## src/rtl/div_pkg.sv

```systemverilog
`timescale 1ns/1ps
`default_nettype none
// ============================================================================
// Module      : div_pkg
// Description : Shared definitions for the iterative radix-2 divider.
//               - One-hot state bit indices and the state enum built on them
//               - Default operand width
//               - Counter width helper clog2()
// Revision    : 1.0 - initial release
// ============================================================================
package div_pkg;

  // Bit positions inside the one-hot state vector
  localparam int S_IDLE = 0;
  localparam int S_CALC = 1;
  localparam int S_DONE = 2;

  localparam int DEFAULT_DATA_WIDTH = 32;

  typedef enum logic [2:0] {
    ST_IDLE = 3'(1 << S_IDLE),
    ST_CALC = 3'(1 << S_CALC),
    ST_DONE = 3'(1 << S_DONE)
  } state_t;

  // Ceiling log2; sizes the iteration counter (holds DATA_WIDTH-1 down to 0)
  function automatic int clog2(input int value);
    int result;
    int v;
    result = 0;
    v      = value - 1;
    while (v > 0) begin
      result = result + 1;
      v      = v >> 1;
    end
    return result;
  endfunction

endpackage : div_pkg
`default_nettype wire

```

## src/rtl/div_iter_step.sv

```systemverilog
`timescale 1ns/1ps
`default_nettype none
// ============================================================================
// Module      : div_iter_step
// Description : Combinational single iteration of a restoring divider.
//               Shifts the next dividend bit into the partial remainder,
//               trial-subtracts the divisor and produces one quotient bit.
// Ports       : rem      - current partial remainder
//               quo      - dividend/quotient shift register (MSB feeds rem)
//               divisor  - divisor magnitude
//               next_rem - partial remainder after this step
//               next_quo - shift register with the new quotient bit in LSB
// Revision    : 1.0 - initial release
// ============================================================================
module div_iter_step
  import div_pkg::*;
#(
  parameter int DATA_WIDTH = DEFAULT_DATA_WIDTH
) (
  input  logic [DATA_WIDTH-1:0] rem,
  input  logic [DATA_WIDTH-1:0] quo,
  input  logic [DATA_WIDTH-1:0] divisor,
  output logic [DATA_WIDTH-1:0] next_rem,
  output logic [DATA_WIDTH-1:0] next_quo
);

  // The shifted partial remainder keeps rem's MSB (W+1 bits) so that
  // unsigned divisors above 2^(W-1) are still handled exactly; the extra
  // top bit of the difference is the borrow.
  logic [DATA_WIDTH:0]   w_partial;
  logic [DATA_WIDTH+1:0] w_diff;
  logic                  w_borrow;
  logic                  w_unused_diff_bit;

  assign w_partial = {rem, quo[DATA_WIDTH-1]};
  assign w_diff    = {1'b0, w_partial} - {2'b00, divisor};
  assign w_borrow  = w_diff[DATA_WIDTH+1];

  // A successful subtraction always leaves a value below the divisor,
  // so bit DATA_WIDTH of the difference is zero whenever it is used.
  assign w_unused_diff_bit = w_diff[DATA_WIDTH];

  assign next_rem = w_borrow ? w_partial[DATA_WIDTH-1:0] : w_diff[DATA_WIDTH-1:0];
  assign next_quo = {quo[DATA_WIDTH-2:0], ~w_borrow};

endmodule : div_iter_step
`default_nettype wire

```

## src/rtl/div_iter_radix2.sv

```systemverilog
`timescale 1ns/1ps
`default_nettype none
// ============================================================================
// Module      : div_iter_radix2
// Description : Iterative radix-2 restoring divider, one quotient bit per
//               cycle, signed or unsigned. Returns quotient and remainder
//               together. Divide by zero yields all-ones quotient and the
//               original dividend as remainder.
// Ports       : clk, rst (sync, active high)
//               in_valid/in_ready, in_signed, in_dividend, in_divisor
//               out_valid/out_ready, out_quotient, out_remainder
// Config      : DIV_ITER_EARLY_OUT_EN - when defined, divide-by-zero and
//               |A| < |B| skip the iterations and complete in one cycle.
// Params      : DATA_WIDTH - operand width, even and >= 4.
// Revision    : 1.0 - initial release
// ============================================================================
module div_iter_radix2
  import div_pkg::*;
#(
  parameter int DATA_WIDTH = DEFAULT_DATA_WIDTH
) (
  input  logic                  clk,
  input  logic                  rst,
  input  logic                  in_valid,
  output logic                  in_ready,
  input  logic                  in_signed,
  input  logic [DATA_WIDTH-1:0] in_dividend,
  input  logic [DATA_WIDTH-1:0] in_divisor,
  output logic                  out_valid,
  input  logic                  out_ready,
  output logic [DATA_WIDTH-1:0] out_quotient,
  output logic [DATA_WIDTH-1:0] out_remainder
);

  localparam int CNT_W = clog2(DATA_WIDTH);

  state_t                r_state;
  state_t                w_state_next;

  logic [DATA_WIDTH-1:0] r_rem;
  logic [DATA_WIDTH-1:0] r_quo;
  logic [DATA_WIDTH-1:0] r_abs_b;
  logic [DATA_WIDTH-1:0] r_dividend;
  logic [CNT_W-1:0]      r_count;
  logic                  r_sign_q;
  logic                  r_sign_r;
  logic                  r_div0;
  logic [DATA_WIDTH-1:0] r_quotient;
  logic [DATA_WIDTH-1:0] r_remainder;

  logic                  w_a_neg;
  logic                  w_b_neg;
  logic [DATA_WIDTH-1:0] w_abs_a;
  logic [DATA_WIDTH-1:0] w_abs_b;
  logic                  w_div0_in;
  logic                  w_early;
  logic                  w_accept;
  logic                  w_last;
  logic [DATA_WIDTH-1:0] w_next_rem;
  logic [DATA_WIDTH-1:0] w_next_quo;

  // --------------------------------------------------------------------------
  // Operand conditioning at accept. The most negative value negates to
  // itself, which read as unsigned is exactly its magnitude.
  // --------------------------------------------------------------------------
  assign w_a_neg   = in_signed & in_dividend[DATA_WIDTH-1];
  assign w_b_neg   = in_signed & in_divisor[DATA_WIDTH-1];
  assign w_abs_a   = w_a_neg ? -in_dividend : in_dividend;
  assign w_abs_b   = w_b_neg ? -in_divisor  : in_divisor;
  assign w_div0_in = (in_divisor == '0);
  assign w_accept  = in_valid && (r_state == ST_IDLE);
  assign w_last    = (r_count == '0);

`ifdef DIV_ITER_EARLY_OUT_EN
  // Quotient is trivially all-ones (div0) or zero (|A| < |B|); in both
  // cases the remainder is the dividend unchanged.
  assign w_early = w_div0_in | (w_abs_a < w_abs_b);
`else
  assign w_early = 1'b0;
`endif

  div_iter_step #(
    .DATA_WIDTH (DATA_WIDTH)
  ) u_step (
    .rem      (r_rem),
    .quo      (r_quo),
    .divisor  (r_abs_b),
    .next_rem (w_next_rem),
    .next_quo (w_next_quo)
  );

  // --------------------------------------------------------------------------
  // State machine
  // --------------------------------------------------------------------------
  always_ff @(posedge clk) begin
    if (rst) begin
      r_state <= ST_IDLE;
    end else begin
      r_state <= w_state_next;
    end
  end

  always_comb begin
    w_state_next = r_state;
    case (r_state)
      ST_IDLE: begin
        if (in_valid) begin
          w_state_next = w_early ? ST_DONE : ST_CALC;
        end
      end
      ST_CALC: begin
        if (w_last) begin
          w_state_next = ST_DONE;
        end
      end
      ST_DONE: begin
        if (out_ready) begin
          w_state_next = ST_IDLE;
        end
      end
      default: w_state_next = ST_IDLE;
    endcase
  end

  // Both handshake outputs decode the registered state only
  assign in_ready  = (r_state == ST_IDLE);
  assign out_valid = (r_state == ST_DONE);

  // --------------------------------------------------------------------------
  // Datapath
  // --------------------------------------------------------------------------
  always_ff @(posedge clk) begin
    if (rst) begin
      r_rem       <= '0;
      r_quo       <= '0;
      r_abs_b     <= '0;
      r_dividend  <= '0;
      r_count     <= '0;
      r_sign_q    <= 1'b0;
      r_sign_r    <= 1'b0;
      r_div0      <= 1'b0;
      r_quotient  <= '0;
      r_remainder <= '0;
    end else begin
      if (w_accept) begin
        r_rem      <= '0;
        r_quo      <= w_abs_a;
        r_abs_b    <= w_abs_b;
        r_dividend <= in_dividend;
        r_count    <= CNT_W'(DATA_WIDTH - 1);
        r_sign_q   <= w_a_neg ^ w_b_neg;
        r_sign_r   <= w_a_neg;
        r_div0     <= w_div0_in;
        if (w_early) begin
          r_quotient  <= w_div0_in ? '1 : '0;
          r_remainder <= in_dividend;
        end
      end else if (r_state == ST_CALC) begin
        r_rem   <= w_next_rem;
        r_quo   <= w_next_quo;
        r_count <= r_count - 1'b1;
        if (w_last) begin
          // Final step: fold the sign correction into the result registers
          if (r_div0) begin
            r_quotient  <= '1;
            r_remainder <= r_dividend;
          end else begin
            r_quotient  <= r_sign_q ? -w_next_quo : w_next_quo;
            r_remainder <= r_sign_r ? -w_next_rem : w_next_rem;
          end
        end
      end
    end
  end

  assign out_quotient  = r_quotient;
  assign out_remainder = r_remainder;

endmodule : div_iter_radix2
`default_nettype wire

```

## config.mk

```make
export PLATFORM = sky130hd
export DESIGN_NAME = div_iter_radix2
export DESIGN_NICKNAME = d
export VERILOG_FILES = /design/src/rtl/div_pkg.sv /design/src/rtl/div_iter_step.sv /design/src/rtl/div_iter_radix2.sv
export SDC_FILE = /design/constraint.sdc
export NUM_CORES = 1
export LEC_CHECK = 0
export BUFFER_PORTS_ARGS = -buffer_cell sky130_fd_sc_hd__buf_2
export CORE_ASPECT_RATIO = 1.2
export CORE_UTILIZATION = 60
export CTS_CLUSTER_DIAMETER = 100
export DETAILED_ROUTE_END_ITERATION = 12
export HOLD_SLACK_MARGIN = 0.05
export PLACE_DENSITY = 0.78
export SLEW_MARGIN = 20
export SYNTH_ARGS = -nofsm -noshare
export SYNTH_HDL_FRONTEND = slang
export SYNTH_SLANG_ARGS = --single-unit
```

## constraint.sdc

```tcl
create_clock -name clk -period 5.32 [get_ports clk]
set_input_delay 0.532 -clock clk [delete_from_list [all_inputs] [get_ports clk]]
set_output_delay 0.532 -clock clk [all_outputs]
set_load 0.1 [all_outputs]
```

Word level (Yosys, flattened, before mapping)
Cells that the tools add are included.

Output and inout bits: 66. Bits in registers: 203.

Multiplexer cells: 15. Reduce and logical (&&, ||, !) cells: 7. Bitwise operators: 5. Eq/ne operators: 6. $add $sub $neg: 6.

Operators by type and width (count): $mux 32 (9); $neg 32->32 (4); $sub 33x32->34 (1); $logic_not 32->1 (1); $mux 5 (2); $mux 3 (3); $pmux 3 s3 (1); $reduce_and 3->1 (2); $logic_not 5->1 (1); $sub 5x1->5 const B (1); $ne 2x2->1 const B (2); $eq 3x1->1 const B (1); $eq 3x2->1 const B (1); $eq 3x3->1 const B (1); $and 1x1->1 (2); $ne 2x1->1 const B (1); $not 1->1 (2); $reduce_bool 2->1 (1); $reduce_or 2->1 (1); $logic_and 1x1->1 (1); $xor 1x1->1 (1).

Longest topological paths before layout
Gate-level depths: netlist (run 1).

Depth after elaboration: 5. Depth in mapped cells: 20.

Hierarchy
A second synthesis (run 1) with hierarchy kept.

Cells, all modules: 1790. Area total of the unflattened synthesis: 13472.9 µm².

Modules (own cells, without submodules): div_iter_radix2 (area each 10810.4 µm², cells an instance 1386, times used 1); div_iter_step (area each 2662.6 µm², cells an instance 404, times used 1).

Least setup slack after synthesis (run 1)
Ideal clock, no wire load.

Path kind: register to register. Start: reg r_abs_b[26]. End: reg r_remainder[24], in the netlist out_remainder[24]. Cell stages (with the launch flop): 19. Library setup time: 0.080 ns. Path slack: 1.268 ns. Arrival: 3.972 ns. Path buffers: 4. Path through: dfxtp_1 inv_1 ha_1 buf_2 nand4_1 or3_1 nand2b_4 a311o_2 nand2_4 buf_6 clkbuf_1 buf_2 mux2i_1 ha_1 and2_2 nand4_4 o41ai_2 xnor2_1 a211oi_2.

Longest elaborated chain between the ends: 5.

RTL lines: from (decl) (line div_iter_radix2.sv:42) `logic [DATA_WIDTH-1:0] r_abs_b;`; from (signal assigned) (line div_iter_radix2.sv:148) `r_abs_b <= w_abs_b;`; $sub 33x32->34 * (line div_iter_step.sv:36) `assign w_diff = {1'b0, w_partial} - {2'b00, divisor};`; $mux 32 * (line div_iter_step.sv:43) `assign next_rem = w_borrow ? w_partial[DATA_WIDTH-1:0] : w_diff[DATA_WIDTH-1:0];`; $neg 32->32 (line div_iter_radix2.sv:169) `r_remainder <= r_sign_r ? -w_next_rem : w_next_rem;`; $mux 32 * (line div_iter_radix2.sv:169); $mux 32 * (line div_iter_radix2.sv:164) `if (r_div0) begin`; to (signal assigned) (line div_iter_radix2.sv:156) `r_remainder <= in_dividend;`; to (signal assigned) (line div_iter_radix2.sv:166) `r_remainder <= r_dividend;`; to (signal assigned) (line div_iter_radix2.sv:169); to (decl) (line div_iter_radix2.sv:49) `logic [DATA_WIDTH-1:0] r_remainder;`.

Every way passes the cells marked *; elsewhere a longest branch is shown, timed or not. A chain may end at the register's enable or synchronous reset.

Final worst setup path (run 1)
Start: reg r_rem[1]. End: reg r_quotient[31], in the netlist out_quotient[31].

Longest elaborated chain between the ends: 5.

RTL lines: from (decl) (line div_iter_radix2.sv:40) `logic [DATA_WIDTH-1:0] r_rem;`; from (signal assigned) (line div_iter_radix2.sv:159) `r_rem <= w_next_rem;`; $sub 33x32->34 (line div_iter_step.sv:36); $not 1->1 (line div_iter_step.sv:44) `assign next_quo = {quo[DATA_WIDTH-2:0], ~w_borrow};`; $neg 32->32 (line div_iter_radix2.sv:168) `r_quotient <= r_sign_q ? -w_next_quo : w_next_quo;`; $mux 32 (line div_iter_radix2.sv:168); $mux 32 (line div_iter_radix2.sv:164); to (signal assigned) (line div_iter_radix2.sv:155) `r_quotient <= w_div0_in ? '1 : '0;`; to (signal assigned) (line div_iter_radix2.sv:168); to (decl) (line div_iter_radix2.sv:48) `logic [DATA_WIDTH-1:0] r_quotient;`.

No other way between the ends.

==> reports/metrics.yaml, run 1 <==
detailed_routing:
  routed_wl_um: 39700
  vias_per_cell: 6.24
  wl_per_cell_um: 19.4
  vias: 12745
  ant_nets: 0
  firstDrtPassIters: 5
  drt_iter0_markers: 1043
  route.detailed.drc: 0
synth:
  synth_cell_types: 84
  synth-main-ff-cell: "dfxtp_1"
  synth_area_um2: 12900
  synthesis.nets: 1801
  synth-seq-cells: 203
  ys_warn_count: 0
  synth-edff-count: 0
  async_reset_ff_frac: 0
  yosysSeqAreaShare: 0.315
  postSynthAreaPerCell_um2: 7.61
  synth_cells: 1693
place:
  place_inst: 1999
  dp_slack_ps: 1020
  gp_congestion: 0.940
  io_buffers: 134
  dpl.hpwl_um: 28300
timing:
  fmax_mhz: 226
  tns_ps: 0
  setup_ws_ps: 894
  rsz0062_at_grt: "false"
  tightestPinTransition_ps: 1110
  final.period_utilization: 0.832
  fin_skew_ps: 27.8
  hold_slack_ps: 278
  period_minus_slack_ps: 4430
  setup_violations: 0
  slew_viol_final: 0
  slew_headroom: 0.258
  finalHoldViolations: 0
clocking:
  cts_resized: 0
  clkTransAtPathRegs_ps: 60
  htreeDepth: 1
  cts_root_buffer: "clkbuf_16"
  cts_buffers: 23
  cts_tree: "built"
  cts-hold-fix-buffers: 0
  postCtsSetupBuffers: 0
  clkLatencyLatePin_ps: 530
  cts.sinks: 203
  cts_max_path_buffers: 3
min_path:
  hold_path_class: "in -> reg"
floorplanning:
  core_um2: 21000
  io_pins: 135
  rows: 58
  dieArea_um2: 22100
  initial_core_util: 0.614
  die_h_um: 163
  chipWidth_um: 136
finish:
  fillers: 1795
  final_cells: 2041
  drive_above_1_share: 0.130
  area_growth_pct: 12.0
  n_antenna_cell: 0
  nNetsFinal: 1862
pwr:
  p_int_w: 0.00314
  power.share.switching: 0.323
  seq_power_share: 0.362
  p_clk_frac: 0.389
  power_frac_comb: 0.249
  leakage_nw: 5.50
  switching_power_w: 0.00150
  vdd_drop_max_mv: 0.334
  powerDensity_nw_per_um2: 321
grt:
  grt.overflow.total: 0
  grt_pass1_vias: 12047
  grt_pass1_wl_um: 62700
  grt_max_degree: 83
  grt_antenna_before_repair: 1
  grt_usage: 0.359
run:
  maxCapViolations: 0
worst_setup_path:
  crit_required_ps: 5730
  path_class: "reg -> reg"
  cp-start-kind: "register"
  end_kind: "register"
  crit_arrival_ps: 4840
  crit_fanout: 26
outcome:
  status: "finished, final reports clean"
power by group through the flow:
| stage | clock (W) | combinational [W] | sequential [W] |
|---|---|---|---|
| finish | 0.00180 | 0.00116 | 0.00168 |
| global route | 0.00187 | 0.00126 | 0.00169 |
| CTS | 0.00181 | 0.00114 | 0.00168 |
| detailed placement | 0 | 0.00112 | 0.00171 |
| global placement | 0 | 0.00112 | 0.00171 |
| floorplan | 0 | 0.000817 | 0.00172 |
kinds of logic (layout without fill, tap and decap cells):
| kind of cell | after synthesis | in the layout | synth area share |
|---|---|---|---|
| AND/OR/NAND/NOR | 649 | 649 | 0.231 |
| AO/OA/AOI/OAI | 486 | 486 | 0.260 |
| flip-flops | 203 | 203 | 0.315 |
| buffers and inverters | 165 | 243 | 0.0504 |
| XOR/XNOR | 130 | 130 | 0.0884 |
| adder cells (fa/ha/maj) | 39 | 39 | 0.0385 |
| multiplexers | 21 | 21 | 0.0167 |
worst max-delay path: stages (launching register included):
cell	delay (ps)
dfxtp_1	470
ha_1	330
o211ai_1	220
a21oi_1	120
o211ai_1	370
a311o_2	290
nand2_4	170
inv_2	520
nand4_1	350
or3_1	450
or2_2	320
o31ai_1	300
xor2_1	120
a311oi_1	260
worst paths after layout:
path / from / endpoint / slack (ps) / cells past startpoint
max reg2reg: r_rem[1]$_SDFFE_PP0N_ / out_quotient[31]$_SDFFE_PP0P_ / 890 / 13
min reg2reg: r_dividend[24]$_SDFFE_PP0P_ / r_dividend[24]$_SDFFE_PP0P_ / 450 / 2
max: r_rem[1]$_SDFFE_PP0N_ / out_quotient[31]$_SDFFE_PP0P_ / 890 / 13
min: in_dividend[13] / r_dividend[13]$_SDFFE_PP0P_ / 280 / 3
per-layer routing:
layer | share of wire | wire (um) | global-route usage | vias to the layer above
met1 | 0.40 | 15800 | 0.425 | 5958
met5 | 0.00030 | 12 | 0 | -
li1 | - | - | - | 6217
met4 | 0.053 | 2080 | 0.186 | 2
met3 | 0.059 | 2360 | 0.0448 | 102
met2 | 0.49 | 19400 | 0.631 | 466
state kept, by name, indices dropped and copies added, names as in the netlist, 3 cells and up:
signal,count
out_quotient,32
out_remainder,32
r_abs_b,32
r_count,5
r_dividend,32
r_quo,32
r_rem,32
r_state,3
placed cells by master (no fill, tap or decap), types with 30 or more instances in the layout:
| cell type | n |
|---|---|
| nand2_1 | 237 |
| nor2_1 | 216 |
| dfxtp_1 | 203 |
| buf_2 | 133 |
| a21oi_1 | 125 |
| a211oi_1 | 87 |
| o21ai_0 | 80 |
| xor2_1 | 80 |
| inv_1 | 52 |
| xnor2_1 | 50 |
| a311oi_1 | 48 |
| ha_1 | 38 |
| nor3_1 | 30 |
layout make-up:
cell class | instances | area [um^2] | share of cell area
multi-input cells | 1325 | 8190 | 0.568
inverters | 53 | 199 | 0.0138
clock inverters | 10 | 206 | 0.0143
clock buffers | 32 | 649 | 0.0450
well taps | 270 | 338 | 0.0234
repair buffers | 148 | 778 | 0.0539
flip-flops and latches | 203 | 4060 | 0.282
cell usage after synthesis, drive strengths merged, types with 19 or more instances:
cell type	count	area [um^2]
inv	53	199
nor4	19	119
clkbuf	93	350
xnor2	50	438
nor2	219	822
a211oi	89	678
dfxtp	203	4060
o31ai	22	170
ha	38	475
xor2	80	701
nor3	32	170
o21ai	85	425
nand3	21	105
buf	19	100
or3	27	179
nand2	239	905
a311oi	48	420
a21oi	130	669
metrics by stage:
step | power, W | instance area [um^2] | utilization
6_report | 0.00464 | 14400 | 0.688
5_1_grt | 0.00482 | 14400 | 0.688
4_1_cts | 0.00463 | 14400 | 0.688
3_5_place_dp | 0.00283 | 13600 | 0.647
3_3_place_gp | 0.00282 | 13600 | 0.647
2_1_floorplan | 0.00254 | 12900 | -
Power figures use the tool's default switching activity.
==> inputs of run 2 (changes only) <==
--- a/config.mk
+++ b/config.mk
@@ -5,13 +5,14 @@
 export SDC_FILE = /design/constraint.sdc
 export NUM_CORES = 1
 export LEC_CHECK = 0
+export ABC_AREA = 1
 export BUFFER_PORTS_ARGS = -buffer_cell sky130_fd_sc_hd__buf_2
 export CORE_ASPECT_RATIO = 1.2
-export CORE_UTILIZATION = 60
+export CORE_UTILIZATION = 55
 export CTS_CLUSTER_DIAMETER = 100
 export DETAILED_ROUTE_END_ITERATION = 12
 export HOLD_SLACK_MARGIN = 0.05
-export PLACE_DENSITY = 0.78
+export PLACE_DENSITY = 0.75
 export SLEW_MARGIN = 20
 export SYNTH_ARGS = -nofsm -noshare
 export SYNTH_HDL_FRONTEND = slang
==> constraint.sdc (replaced) <==
create_clock -name clk -period 3.6 [get_ports clk]
set_input_delay 0.36 -clock clk [delete_from_list [all_inputs] [get_ports clk]]
set_output_delay 0.36 -clock clk [all_outputs]
set_load 0.1 [all_outputs]
==> run 2 against run 1 <==
- fmax rose by 24%
- flip-flop and latch count unchanged
- non-clock buffer count grew 66
- via count grew 25%
- critical path type unchanged
- critical path depth up 12
- area after synthesis grew 8.3%
- largest cell class unchanged
- first-iteration DRC count grew 15%
==> reports/metrics.yaml, run 2 <==
synth:
  async_reset_ff_frac: 0  # unchanged
  synth_cell_types: 54  # -36%
  yosysMostFrequentCell: "nand2_1"
  yosysTopAreaCell: "dfxtp_1"
  netlist_top_cells_area: "dfxtp_1 29%, nand2_1 15%, inv_1 9.0%"
  yosysTopAreaCellShare: 0.291  # -0.0243
  synthesis.nets: 2351  # +31%
  synth_cells: 2243  # +32%
  synth-edff-count: 0  # unchanged
  yosysSeqAreaShare: 0.291  # -0.0243
  synth-seq-cells: 203  # unchanged
  yosys-top-cells-count: "557 x nand2_1, 334 x inv_1, 203 x dfxtp_1"
  synth-main-ff-cell: "dfxtp_1"
  postSynthAreaPerCell_um2: 6.22  # -18%
  synth_area_um2: 14000  # +8.3%
  ys_warn_count: 0  # unchanged
worst_setup_path:
  r2r-end: "out_quotient[28]$_SDFFE_PP0P_"
  reg2reg_depth: 25  # +12
  max_stage_delay_ps: 340  # -180 ps
  cp-start-kind: "register"
  crit_required_ps: 4020  # -1710 ps
  critPathMostFrequentCell: "inv_2"
  critPathLaunch: "r_abs_b[19]$_SDFFE_PP0P_"
  endpoint: "out_quotient[28]$_SDFFE_PP0P_"
  r2r-start: "r_abs_b[19]$_SDFFE_PP0P_"
  crit_fanout: 3  # -88%
  path_class: "reg -> reg"
  cp_slowest_cell: "dfxtp_1"
  crit_arrival_ps: 4000  # -840 ps
  end_kind: "register"
  r2r_setup_slack_ps: 20  # -880 ps
floorplanning:
  io_pins: 135  # unchanged
  core_um2: 24800  # +18%
  initial_core_util: 0.562  # -0.0521
  chipWidth_um: 147  # +8.6%
  die_h_um: 177  # +8.6%
  rows: 63  # +8.6%
  dieArea_um2: 26000  # +18%
min_path:
  hold_path_class: "in -> reg"
  min_path_cells: 4  # +1
grt:
  grt_max_degree: 80  # -3.6%
  grt_usage: 0.380  # +0.0206
  grt.overflow.total: 0  # unchanged
  grt_busiest_layer: "met2"
  use_met3: 0.0540  # +0.00919
  grt_antenna_before_repair: 2  # +1
  grt_pass1_vias: 14853  # +23%
  use_met2: 0.651  # +0.0200
  grt_pass1_wl_um: 77600  # +24%
  grt_use_met1: 0.445  # +0.0198
place:
  dpl.hpwl_um: 38000  # +34%
  io_buffers: 134  # unchanged
  place_area_um2: 15200  # +12%
  gp_congestion: 1.00  # +6.5%
detailed_routing:
  routed_wl_um: 50800  # +28%
  route.detailed.drc: 0  # unchanged
  vias: 15908  # +25%
  firstDrtPassIters: 6  # +1
  vias_per_cell: 5.83  # -6.6%
  drt_iter0_markers: 1198  # +15%
  ant_nets: 0  # unchanged
  wl_per_cell_um: 18.6  # -4.2%
finish:
  nNetsFinal: 2493  # +34%
  final_cell_mix: "549 x nand2_1, 329 x inv_1, 202 x dfxtp_1, 177 x o21ai_0, 169 x nor2_1"
  ff_latch_area_um2: 4070  # about the same
  design_area_um2: 16300  # +13%
  drive_above_1_share: 0.151  # +0.0207
  fin_util: 0.656  # -0.0316
  final_common_cell: "nand2_1"
  area_growth_pct: 16.8
  fillers: 2333  # +30%
  multi_input_area_um2: 8430  # +2.8%
timing:
  final.period_utilization: 0.995  # +0.163
  slew_viol_final: 0  # unchanged
  setup_violations: 0  # unchanged
  period_minus_slack_ps: 3580  # -843 ps
  hold_slack_ps: 106  # -171 ps
  tightestPinTransition_ps: 1030  # -81.3 ps
  finalHoldViolations: 0  # unchanged
  slew_headroom: 0.313  # +0.0545
  fmax_mhz: 279  # +24%
  fin_skew_ps: 10.2  # -17.6 ps
  rsz0062_at_grt: "true"
clocking:
  cts_buffers: 24  # +4.3%
  cts_root_buffer: "clkbuf_16"
  htreeDepth: 1  # unchanged
  cts.sinks: 203  # unchanged
  clkTransAtPathRegs_ps: 60  # about the same
  cts_max_path_buffers: 3  # unchanged
  cts_tree: "built"
  clkLatencyLatePin_ps: 540  # about the same
pwr:
  seq_power_share: 0.318  # -0.044
  p_int_w: 0.00483  # +54%
  p_total_w: 0.00803  # +73%
  power.share.switching: 0.399  # +0.0753
  powerDensity_nw_per_um2: 492  # +53%
  power_frac_comb: 0.370  # +0.121
  vdd_drop_max_mv: 0.403  # +21%
  switching_power_w: 0.00320  # +110%
  leakage_nw: 8.23  # +50%
  p_clk_frac: 0.312  # -0.077
outcome:
  status: "finished, final reports clean"
run:
  maxCapViolations: 0  # unchanged
[run 2: what timing repair did]
item | in CTS | in global routing
cloned | 0 | 1
pin swaps | 0 | 2
setup buffers | 0 | 6
resized for setup | 4 | 39
setup endpoints to repair | 16 | 31
hold buffers | 1 | 0
hold endpoints to repair | 1 | 0
[run 2: cell type report]
cell class                      instances  share of cell area
Clock buffer                           33              0.0414
Inverter                              343              0.0790
Clock inverter                         10             0.00760
Sequential cell                       203               0.249
Multi-Input combinational cell       1599               0.517
Antenna cell                            1            0.000154
Timing Repair Buffer                  214              0.0805
Tap cell                              325              0.0250
[run 2: worst min-delay path by stage]
stage | from | to | slack, ps
floorplan | r_dividend[30]$_SDFFE_PP0P_ | r_dividend[30]$_SDFFE_PP0P_ | 430
global placement | r_dividend[17]$_SDFFE_PP0P_ | r_dividend[17]$_SDFFE_PP0P_ | 440
detailed placement | r_dividend[13]$_SDFFE_PP0P_ | r_dividend[13]$_SDFFE_PP0P_ | 440
CTS | out_ready | r_state[2]$_SDFFE_PP0P_ | 100
global route | out_ready | r_state[2]$_SDFFE_PP0P_ | 140
finish | out_ready | r_state[2]$_SDFFE_PP0P_ | 110
[run 2: kinds of logic (layout without fill, tap and decap cells)]
kind of cell	count (synthesis)	count (layout)	share of synthesized area
buffers and inverters	441	600	0.122
and+or+nand+nor	1014	1014	0.313
other	0	1	0
AOI/OAI and AO/OA	487	487	0.201
xor gates and xnor gates	59	59	0.0370
adders and majority gates	39	39	0.0355
DFF	203	203	0.291
[run 2: stage by stage]
stage | worst slack, ps | cells | TNS, ps
2_1_floorplan | 108 | 2243 | 0
3_3_place_gp | -51.2 | 2676 | -86.5
3_5_place_dp | -95.5 | 2676 | -339
4_1_cts | 3.04 | 2720 | 0
5_1_grt | -167 | 2727 | -636
6_report | 16.6 | 2728 | 0
[run 2: worst max-delay path, delay by kind of cell, from the launching register on]
kind                       cells  cell delay (ps)
buffers and inverters          7              470
AOI/OAI and AO/OA              4              590
and+or+nand+nor               11             1470
xor gates and xnor gates       1              110
DFF                            1              340
adders and majority gates      2              470
[run 2: power by group through the flow]
stage / Combinational [W] / Clock, W / Sequential, W
6_report: 0.00297 / 0.00250 / 0.00255
5_1_grt: 0.00327 / 0.00258 / 0.00256
4_1_cts: 0.00280 / 0.00252 / 0.00254
3_5_place_dp: 0.00277 / 0 / 0.00259
3_3_place_gp: 0.00275 / 0 / 0.00258
2_1_floorplan: 0.00191 / 0 / 0.00260
[run 2: routing by layer]
metal | wire length, um | share of wire
met1 | 19400 | 0.38
met2 | 24000 | 0.47
met3 | 3920 | 0.077
met4 | 3550 | 0.070
met5 | 0 | 0
==> inputs of run 3 (changes only) <==
--- a/config.mk
+++ b/config.mk
@@ -6,12 +6,11 @@
 export NUM_CORES = 1
 export LEC_CHECK = 0
 export ABC_AREA = 1
-export BUFFER_PORTS_ARGS = -buffer_cell sky130_fd_sc_hd__buf_2
 export CORE_ASPECT_RATIO = 1.2
-export CORE_UTILIZATION = 55
+export CORE_UTILIZATION = 59
 export CTS_CLUSTER_DIAMETER = 100
 export DETAILED_ROUTE_END_ITERATION = 12
-export HOLD_SLACK_MARGIN = 0.05
+export DONT_BUFFER_PORTS = 1
 export PLACE_DENSITY = 0.75
 export SLEW_MARGIN = 20
 export SYNTH_ARGS = -nofsm -noshare
==> run 3 against run 2 <==
- sequential power rose by 3%
- global-route usage rose by 2.7 points
- final area decreased by 2.4%
- combinational power is essentially flat
- critical endpoint unchanged
- clock power shrank 3%
- final cell count down 5.2%
- sequential share of layout area is 0.76 points higher
- count of clock-buffer cells in the layout shrank 1
- clock skew grew 6.6 ps
- critical path depth decreased by 1
- the flow now finishes with violations (setup timing)
- via count is 4.0% lower
==> reports/metrics.yaml, run 3 (synthesis gave the netlist of run 2 again) <==
outcome:
  status: "finished, violations left"
  violations: "setup timing"
place:
  dpl.hpwl_um: 37300  # -1.7%
  io_buffers: 0  # -100%
  gp_congestion: 1.04  # +3.6%
finish:
  final_cell_mix: "539 x nand2_1, 318 x inv_1, 185 x dfxtp_1, 176 x o21ai_0, 169 x nor2_1"
  nNetsFinal: 2361  # -5.3%
  n_antenna_cell: 0  # -1
  final_common_cell: "nand2_1"
  drive_above_1_share: 0.125  # -0.0260
  area_growth_pct: 13.9
worst_setup_path:
  cp-start-kind: "register"
  crit_chain: "ha_1, nand2_2, nor2_2, nand3_1, nand3_2, nand2_2, nand2_2, nand2_4, nand2_4, inv_4, ha_4, inv_2, nor3_2, nand2_1, nor3_2, nand2_2, nor4_4, nand3_1, inv_2, a21oi_2, nor2_1, xnor2_1, o221ai_1, inv_1"
  critPathBufInv: 4  # -3
  max_stage_delay_ps: 420  # +80 ps
  critPathLaunch: "r_rem[4]$_SDFFE_PP0N_"
  end_kind: "register"
  crit_fanout: 4  # +1
  critPathMostFrequentCell: "nand2_2"
  path_class: "reg -> reg"
  crit_arrival_ps: 4010  # about the same
  crit_required_ps: 4010  # about the same
  cp_slowest_cell: "dfxtp_1"
  path_delay_family: "simple AND/OR/NAND/NOR gates"
  r2r-start: "r_rem[4]$_SDFFE_PP0N_"
floorplanning:
  rows: 61  # -3.2%
  dieArea_um2: 24300  # -6.7%
  die_h_um: 170  # -3.4%
  chipWidth_um: 142  # -3.4%
  initial_core_util: 0.602  # +0.0394
  io_pins: 135  # unchanged
  core_um2: 23200  # -6.6%
clocking:
  clkTransAtPathRegs_ps: 60  # about the same
  cts_buffers: 23  # -4.2%
  htreeDepth: 1  # unchanged
  cts_tree: "built"
  cts_root_buffer: "clkbuf_16"
  cts.sinks: 203  # unchanged
  cts_max_path_buffers: 3  # unchanged
  clkLatencyLatePin_ps: 520  # -20 ps
detailed_routing:
  drt_iter0_markers: 1476  # +23%
  routed_wl_um: 51200  # +0.81%
  route.detailed.drc: 0  # unchanged
  met2_wirelength_um: 23900  # -0.17%
  wl_met1_um: 19000  # -2.1%
  ant_nets: 0  # unchanged
  top_layer: "met5"
  vias_per_cell: 5.91  # +1.3%
  wl_met3_um: 4360  # +11%
  wl_per_cell_um: 19.8  # +6.4%
  firstDrtPassIters: 6  # unchanged
  vias: 15269  # -4.0%
timing:
  tns_ps: -4.48  # -4.48 ps
  fin_skew_ps: 16.8  # +6.61 ps
  rsz0062_at_grt: "true"
  slew_headroom: 0.273  # -0.0397
  period_minus_slack_ps: 3600  # +21.1 ps
  hold_slack_ps: 11.5  # -94.5 ps
  tightestPinTransition_ps: 1090  # +59.4 ps
  setup_ws_ps: -4.48  # -21.1 ps
  final.period_utilization: 1.00  # +0.00586
  setup_violations: 1  # +1
  slew_viol_final: 0  # unchanged
  finalHoldViolations: 0  # unchanged
  fmax_mhz: 277  # -0.59%
grt:
  grt_antenna_before_repair: 1  # -1
  grt_usage: 0.407  # +0.0269
  grt_max_degree: 65  # -19%
  grt_pass1_vias: 14021  # -5.6%
  grt_pass1_wl_um: 75600  # -2.6%
  grt.overflow.total: 0  # unchanged
pwr:
  leakage_nw: 7.63  # -7.2%
  powerDensity_nw_per_um2: 505  # +2.5%
  vdd_drop_max_mv: 0.431  # +7.1%
min_path:
  holdCritStartpoint: "rst"
  hold_path_class: "in -> reg"
run:
  maxCapViolations: 0  # unchanged
[run 3: timing repair]
action	CTS	global route
resized for setup	1	99
endpoints found under the setup margin	1	24
hold buffers	4	0
pin swaps	0	35
gates cloned	0	1
setup buffers	0	14
endpoints found under the hold margin	55	0
[run 3: layout make-up]
class	count	area [um^2]
multi-input cells	1599	8620
fillers	2121	7300
flip-flops and latches	203	4090
inverters	343	1290
repair buffers	83	731
clock buffers	32	669
well taps	315	394
clock inverters	10	109
[run 3: path summary, 6_finish.rpt]
check | endpoint | slack (ps) | cells after the start
worst min-delay path | r_abs_b[28]$_SDFFE_PP0P_ | 10 | 3
worst max register to register | out_quotient[28]$_SDFFE_PP0P_ | -4 | 24
worst max-delay path | out_quotient[28]$_SDFFE_PP0P_ | -4 | 24
worst min register to register | r_dividend[11]$_SDFFE_PP0P_ | 460 | 2
[run 3: through the flow]
stage / worst slack [ps] / total power, W / area, um^2 / instances / util
6_report: -4.48 / 0.00803 / 15900 / 2585 / 0.686
5_1_grt: -252 / 0.00841 / 15900 / 2585 / 0.686
4_1_cts: 0.330 / 0.00773 / 15300 / 2570 / 0.661
3_5_place_dp: 37.7 / 0.00531 / 14500 / 2524 / 0.625
3_3_place_gp: 143 / 0.00529 / 14500 / 2524 / 0.625
2_1_floorplan: 108 / 0.00450 / 14000 / 2243 / -
[run 3: report_power, final]
part	leakage, nW	switching [W]	internal, W
sequential	1.67	0.000228	0.00240
combinational	5.58	0.00195	0.00101
clock	0.383	0.000991	0.00144
[run 3: worst min-delay path: cells and delay by family]
kind | cells | cell delay [ps]
AO/OA/AOI/OAI | 2 | 80
buffers and inverters | 1 | 40
[run 3: layer usage]
metal | track usage | vias to the layer above
li1 | - | 7340
met1 | 0.455 | 7000
met2 | 0.687 | 712
met3 | 0.0848 | 215
met4 | 0.291 | 2
met5 | 0 | -
